<file path="config.mk">
export PLATFORM = sky130hd
export DESIGN_NAME = irq_entry_ctrl
export DESIGN_NICKNAME = d
export VERILOG_FILES = /design/src/rtl/irq_entry_ctrl_pkg.sv /design/src/rtl/irq_entry_ctrl_sync.sv /design/src/rtl/irq_entry_ctrl.sv
export SDC_FILE = /design/constraint.sdc
export NUM_CORES = 1
export LEC_CHECK = 0
export ABC_CLOCK_PERIOD_IN_PS = 4100
export CAP_MARGIN = 20
export CORE_MARGIN = 3
export CORE_UTILIZATION = 43
export CTS_BUF_LIST = sky130_fd_sc_hd__clkbuf_8
export DETAILED_ROUTE_END_ITERATION = 10
export PLACE_DENSITY = 0.95
export RECOVER_POWER = 25
export SLEW_MARGIN = 5
export SYNTH_ARGS = -nofsm -noshare
export SYNTH_HDL_FRONTEND = slang
export SYNTH_HIERARCHICAL = 1
export SYNTH_SLANG_ARGS = --single-unit
</file>
<file path="constraint.sdc">
create_clock -name clk -period 4.1 [get_ports clk]
set_input_delay 0.41 -clock clk [delete_from_list [all_inputs] [get_ports clk]]
set_output_delay 0.41 -clock clk [all_outputs]
set_load 0.01 [all_outputs]
</file>
<file path="src/rtl/irq_entry_ctrl_pkg.sv">
// Shared types and constants for the SimpleRISC interrupt entry/return sequencer.
// Holds the FSM state encoding and the default vector/EPC settings.
package irq_entry_ctrl_pkg;

    localparam int          FLAGS_W          = 2;
    localparam int          SYNC_STAGES_DEF  = 2;
    localparam logic [31:0] VECTOR_ADDR_DEF  = 32'h0000_0100;
    localparam logic [3:0]  EPC_REG_DEF      = 4'd12;

    typedef enum logic [2:0] {
        ST_IDLE   = 3'd0,
        ST_SAVE   = 3'd1,
        ST_VECTOR = 3'd2,
        ST_ISR    = 3'd3,
        ST_RETURN = 3'd4
    } irq_state_e;

    // States in which the core must hold its PC and drop its own writeback.
    function automatic logic state_stalls(input irq_state_e st);
        logic res;
        case (st)
            ST_SAVE:   res = 1'b1;
            ST_VECTOR: res = 1'b1;
            ST_RETURN: res = 1'b1;
            default:   res = 1'b0;
        endcase
        return res;
    endfunction

endpackage

</file>
<file path="src/rtl/irq_entry_ctrl_sync.sv">
// Multi-stage synchroniser for the asynchronous interrupt pin with a
// rising-edge detector behind it.
module irq_sync #(
    parameter int SYNC_STAGES = 2
) (
    input  logic clk,
    input  logic rst_n,
    input  logic async_in,
    output logic rise
);

    logic [SYNC_STAGES-1:0] sync_r;
    logic                   hist_r;

    // Synchroniser chain plus one history flop for edge detection.
    always_ff @(posedge clk or negedge rst_n) begin
        if (!rst_n) begin
            sync_r <= '0;
            hist_r <= 1'b0;
        end else begin
            sync_r <= {sync_r[SYNC_STAGES-2:0], async_in};
            hist_r <= sync_r[SYNC_STAGES-1];
        end
    end

    assign rise = sync_r[SYNC_STAGES-1] & ~hist_r;

endmodule

</file>
<file path="src/rtl/irq_entry_ctrl.sv">
// Interrupt entry/return sequencer: latches a synchronised request, saves the
// return PC into EPC at an instruction boundary, vectors, and restores on reti.
module irq_entry_ctrl
    import irq_entry_ctrl_pkg::*;
#(
    parameter logic [31:0] VECTOR_ADDR = VECTOR_ADDR_DEF,
    parameter logic [3:0]  EPC_REG     = EPC_REG_DEF,
    parameter int          SYNC_STAGES = SYNC_STAGES_DEF
) (
    input  logic               clk,
    input  logic               rst_n,
    input  logic               irq_req,
    input  logic               irq_enable,
    input  logic               instr_done,
    input  logic               is_reti,
    input  logic [31:0]        pc_next,
    input  logic [FLAGS_W-1:0] flags_in,
    output logic               stall,
    output logic               wb_we,
    output logic [3:0]         wb_addr,
    output logic [31:0]        wb_data,
    output logic               pc_redirect,
    output logic [31:0]        pc_target,
    output logic               flags_restore,
    output logic [FLAGS_W-1:0] flags_val,
    output logic               in_isr,
    output logic               spurious_reti
);

    irq_state_e         state_r;
    irq_state_e         state_s;
    logic               pending_r;
    logic [31:0]        epc_r;
    logic [FLAGS_W-1:0] shadow_flags_r;
    logic               spurious_r;
    logic               irq_rise_s;
    logic               enter_save_s;

    irq_sync #(
        .SYNC_STAGES (SYNC_STAGES)
    ) u_sync (
        .clk      (clk),
        .rst_n    (rst_n),
        .async_in (irq_req),
        .rise     (irq_rise_s)
    );

    // irq_enable only matters here, so clearing it inside the ISR is harmless.
    assign enter_save_s = (state_r == ST_IDLE) & pending_r & irq_enable & instr_done;

    // FSM state register.
    always_ff @(posedge clk or negedge rst_n) begin
        if (!rst_n) begin
            state_r <= ST_IDLE;
        end else begin
            state_r <= state_s;
        end
    end

    // Next-state logic.
    always_comb begin
        state_s = state_r;
        case (state_r)
            ST_IDLE: begin
                if (enter_save_s) begin
                    state_s = ST_SAVE;
                end else begin
                    state_s = ST_IDLE;
                end
            end
            ST_SAVE: begin
                state_s = ST_VECTOR;
            end
            ST_VECTOR: begin
                state_s = ST_ISR;
            end
            ST_ISR: begin
                if (instr_done && is_reti) begin
                    state_s = ST_RETURN;
                end else begin
                    state_s = ST_ISR;
                end
            end
            ST_RETURN: begin
                state_s = ST_IDLE;
            end
            default: begin
                state_s = ST_IDLE;
            end
        endcase
    end

    // Pending latch, saved context and spurious-reti flag.
    // A new edge coinciding with the entry clear keeps the request alive.
    always_ff @(posedge clk or negedge rst_n) begin
        if (!rst_n) begin
            pending_r      <= 1'b0;
            epc_r          <= 32'h0000_0000;
            shadow_flags_r <= '0;
            spurious_r     <= 1'b0;
        end else begin
            pending_r  <= irq_rise_s | (pending_r & ~enter_save_s);
            spurious_r <= (state_r == ST_IDLE) & instr_done & is_reti;
            if (state_r == ST_SAVE) begin
                epc_r          <= pc_next;
                shadow_flags_r <= flags_in;
            end else begin
                epc_r          <= epc_r;
                shadow_flags_r <= shadow_flags_r;
            end
        end
    end

    // Output decode of the registered state; data buses stay 0 unless strobed.
    always_comb begin
        stall         = state_stalls(state_r);
        wb_we         = 1'b0;
        wb_addr       = 4'd0;
        wb_data       = 32'h0000_0000;
        pc_redirect   = 1'b0;
        pc_target     = 32'h0000_0000;
        flags_restore = 1'b0;
        flags_val     = '0;
        in_isr        = 1'b0;
        case (state_r)
            ST_SAVE: begin
                wb_we   = 1'b1;
                wb_addr = EPC_REG;
                wb_data = pc_next;
            end
            ST_VECTOR: begin
                pc_redirect = 1'b1;
                pc_target   = VECTOR_ADDR;
            end
            ST_ISR: begin
                in_isr = 1'b1;
            end
            ST_RETURN: begin
                pc_redirect   = 1'b1;
                pc_target     = epc_r;
                flags_restore = 1'b1;
                flags_val     = shadow_flags_r;
            end
            default: begin
                in_isr = 1'b0;
            end
        endcase
    end

    assign spurious_reti = spurious_r;

endmodule

</file>
# Word level (Yosys, flattened, before mapping)
# Cells that the tools add are included.
# totals
ff_bits	42
in_bits	40
output_inout_bits	76
wordCells	37
# op_classes
n_eq_ne	4
mux	12
n_bitwise	10
n_reduce_logical	4
# op_table
operator	n
32-bit case mux with 2 select lines	1
32-bit two-way mux	1
3-bit case mux with 4 select lines	1
1-bit AND	7
3-bit by 2-bit == test with 1-bit output, second input constant	2
1-bit two-way mux	6
4-bit two-way mux	1
3-bit by 1-bit == test with 1-bit output, second input constant	1
3-bit == test, second input constant	1
3-bit zero test	1
3-bit two-way mux	1
3-bit OR reduction	1
2-bit two-way mux	1
1-bit NOT	2
2-bit OR reduction	1
1-bit logical AND	1
1-bit OR	1

# Logic depth before layout (Yosys ltp)
# depth
word_depth	7
ltp_mapped	5
ltp_nobuf	3

# By module
# The synthesis kept the hierarchy.
# modules_own_cells
mod	n_inst	cells_per_inst	area_per_inst_um2	seq_area_each_um2
irq_entry_ctrl	1	176	2044.5	975.9
irq_sync	1	4	88.8	75.1

# Least setup slack after synthesis
# OpenSTA, ideal clock, no wires.
# synth_path
kind	reg-to-output
from	register state_r[2]
to	output wb_data[10]
arrival_ns	1.240
t_required_ns	3.690
path_slack_ns	2.450
path_stages_with_launch	6
path_buffers	3
cell_sequence	dfrtp_1 > buf_2 > nor3b_4 > buf_6 > buf_6 > and2_1
# synth_between
elab_chain_len	2
# synth_lines
element	line	source
start: declaration	irq_entry_ctrl.sv:30	irq_state_e state_r;
start signal: assignment	irq_entry_ctrl.sv:56	state_r <= state_s;
3-bit by 1-bit == test with 1-bit output	irq_entry_ctrl.sv:125	case (state_r)
32-bit two-way mux	irq_entry_ctrl.sv:125	
end: declaration	irq_entry_ctrl.sv:21	output logic [31:0] wb_data,
# Every way passes these cells.

# Worst setup path after layout
# layout_path
from	register state_r[0]
to	output wb_data[23]
# Same word-level chain as after synthesis.

==> run_results.csv <==
group,metric,value,unit
floorplanning,die-area,0.00584,mm²
power_and_ir_drop,power_density,536,mW/mm²
clocking,clk_pin_slew,0.08,ns
finish,num_antenna_cells,0,
floorplanning,fp.dieW,76.4,µm
sta,setup_viol_count_final,0,
route,drt_pass1_iterations,4,
synth,yosys_warnings,6,
setup_path,worstSetupPathType,"register to primary output",
placed_design,dp.cells,345,
global_route,grt_pass1_vias,1747,
floorplanning,die_height,76.4,µm
floorplanning,core,0.00456,mm²
sta,tightest_slew,2.15,ns
floorplanning,ios,116,
synth,synthDistinctLibCells,24,
placed_design,dpl.hpwl,3910,µm
sta,setup_tns,0,ns
route,vias_per_cell,4.68,
sta,timing.fmax,378,MHz
power_and_ir_drop,peakVddDrop,0.310,mV
synth,synth_seq_area_share,0.493,
setup_path,worstPathMaxFanout,40,
global_route,grt_max_degree,43,
setup_path,cp.required,3.69,ns
synth,netlist_instances,180,
sta,rsz0062_at_grt,"no",
synth,yosysTopAreaCellShare,0.493,
clocking,cts_tree,"built",
global_route,grt.overflow.total,0,
placed_design,pre_cts_ws,1.76,ns
flow_run,drv_cap,1,
finish,final_net_count,327,
clocking,cts_resized,0,
synth,synth_area_leaders,"dfrtp_1 49%, and2_1 20%, mux2_2 18%",
clocking,insertion_delay,0.29,ns
synth,synth_area,0.00213,mm²
placed_design,gp_congestion,0.752,
clocking,hold_buffers,0,
floorplanning,row_count,24,
sta,fin_crit_sh,0.646,
finish,drive_gt1_frac,0.163,
finish,fin_cells,353,
route,vias,1653,
setup_path,r2r_slack,2.38,ns
setup_path,path_cells,"nor3b_4, buf_4, and2_1, clkdlybuf4s50_1",
clocking,post_cts_buffers,0,
sta,period_minus_slack,2.65,ns
setup_path,worst_setup_path_start_kind,"register",
setup_path,crit_path_max_incr_delay,0.54,ns
placed_design,portBuffers,113,
run_status,status,"finished, violations left",
route,wl_per_cell,14.1,µm
sta,finalWorstSetupSlack,1.45,ns
synth,synth-seq-cells,42,
synth,avgSynthCellArea,11.9,µm²
clocking,htree_levels,2,
route,drt_iter0_markers,47,
floorplanning,initial_core_util,0.467,
sta,hold_violations,0,
sta,drv_slew,43,
setup_path,cp_slowest_cell,"dfrtp_1",
global_route,grt_pass1_wl,8360,µm
route,ant_nets,0,
global_route,antenna_found_initial,0,
run_status,violations,"capacitance limit, slew limit",
route,drt-total-wl,4970,µm
setup_path,cp.arrival,2.24,ns
clocking,cts_buffers,5,
setup_path,worstSetupEndpointType,"primary output",
global_route,grt_use_total,0.177,
clocking,cts_root_buf,"clkbuf_8",
clocking,clkSinkCount,42,
power_and_ir_drop,leakage,0.00135,µW
clocking,cts_buffer_depth,2,
synth,yosys.area.top_type,"dfrtp_1",
sta,finClkSkew,0.00702,ns
finish,syn_to_final_growth,56.9,%
hold_path,hp-class,"register to register",
sta,slew_headroom,-0.432,
route,drc,0,
flip-flops by register name (all words and copies together), names as in the netlist:
register,count
state_r,3
shadow_flags_r,2
spurious_reti,1
u_sync/sync_r,2
pending_r,1
epc_r,32
u_sync/hist_r,1
worst paths after layout:
path,end,cells after the start,from
worst min-delay path,u_sync/sync_r[1]$_DFF_PN0_,0,u_sync/sync_r[0]$_DFF_PN0_
worst max register to register,epc_r[26]$_DFFE_PN0N_,3,state_r[0]$_DFF_PN0_
max in group asynchronous,epc_r[27]$_DFFE_PN0N_,1,rst_n
worst max-delay path,wb_data[23],4,state_r[0]$_DFF_PN0_
worst min register to register,u_sync/sync_r[1]$_DFF_PN0_,0,u_sync/sync_r[0]$_DFF_PN0_
min in group asynchronous,epc_r[0]$_DFFE_PN0N_,1,rst_n
cells in the mapped netlist:
cell type and instances:
a32o_1 1, nand3_1 1, nand3b_1 1, clkbuf_1 2, conb_1 1, o21bai_1 2, nor3b_4 1, nor2b_1 1
nor4b_1 1, a21oi_1 1, nor2_1 3, a31oi_1 1, nand2b_1 1, nor3b_2 1, xnor2_1 1, nor2b_4 1
dfrtp_1 42, buf_6 5, buf_4 6, buf_2 4, and2_1 67, a41oi_1 1, inv_1 1, mux2_2 34
area by class of cell:
| type | count | area, µm² |
|---|---|---|
| Inverter | 1 | 3.75 |
| Clock buffer | 5 | 68.8 |
| Tap cell | 65 | 81.3 |
| Multi-Input combinational cell | 121 | 953 |
| Clock inverter | 3 | 41.3 |
| Sequential cell | 42 | 1050 |
| Timing Repair Buffer | 116 | 1150 |
| Fill cell | 356 | 1220 |
placed cells by master, fill, tap and decap left out, types with 2 or more instances in the layout:
master	count
nor2_1	3
mux2_2	34
and2_1	67
clkdlybuf4s50_1	111
conb_1	2
buf_4	3
clkbuf_8	5
dfrtp_1	42
o21bai_1	2
inv_1	2
logic make-up after synthesis:
logic type	synth area share
compound gates	0.0211
xor+xnor	0.00411
buf+inv	0.0622
flops	0.493
mux	0.179
other cells	0.00176
simple gates	0.239
metrics by stage:
| stage | hold WS (ns) | instance area [µm²] | utilization | power (µW) |
|---|---|---|---|---|
| 2_1_floorplan | 0.114 | 2140 | - | 1200 |
| 3_3_place_gp | 0.334 | 3240 | 0.709 | 1460 |
| 3_5_place_dp | 0.347 | 3240 | 0.709 | 1500 |
| 4_1_cts | 0.272 | 3350 | 0.734 | 1820 |
| 5_1_grt | 0.370 | 3350 | 0.733 | 1910 |
| 6_report | 0.362 | 3350 | 0.733 | 1790 |
critical path, delay by kind of cell, from the launching register on:
| kind | cells | cell delay, ns |
|---|---|---|
| AND/OR/NAND/NOR | 2 | 0.47 |
| flip-flops | 1 | 0.54 |
| buffers and inverters | 2 | 0.92 |
metal layers:
metal / routed length [µm] / track usage
met1: 1760 / 0.170
met2: 2670 / 0.337
met3: 451 / 0.0816
met4: 87 / 0.0489
met5: 0 / 0
power by group:
group / switching, µW / internal [µW] / total [µW]
Clock: 139 / 179 / 318
Sequential: 105 / 604 / 708
Combinational: 286 / 481 / 767
(Power assumes the default switching activity.)
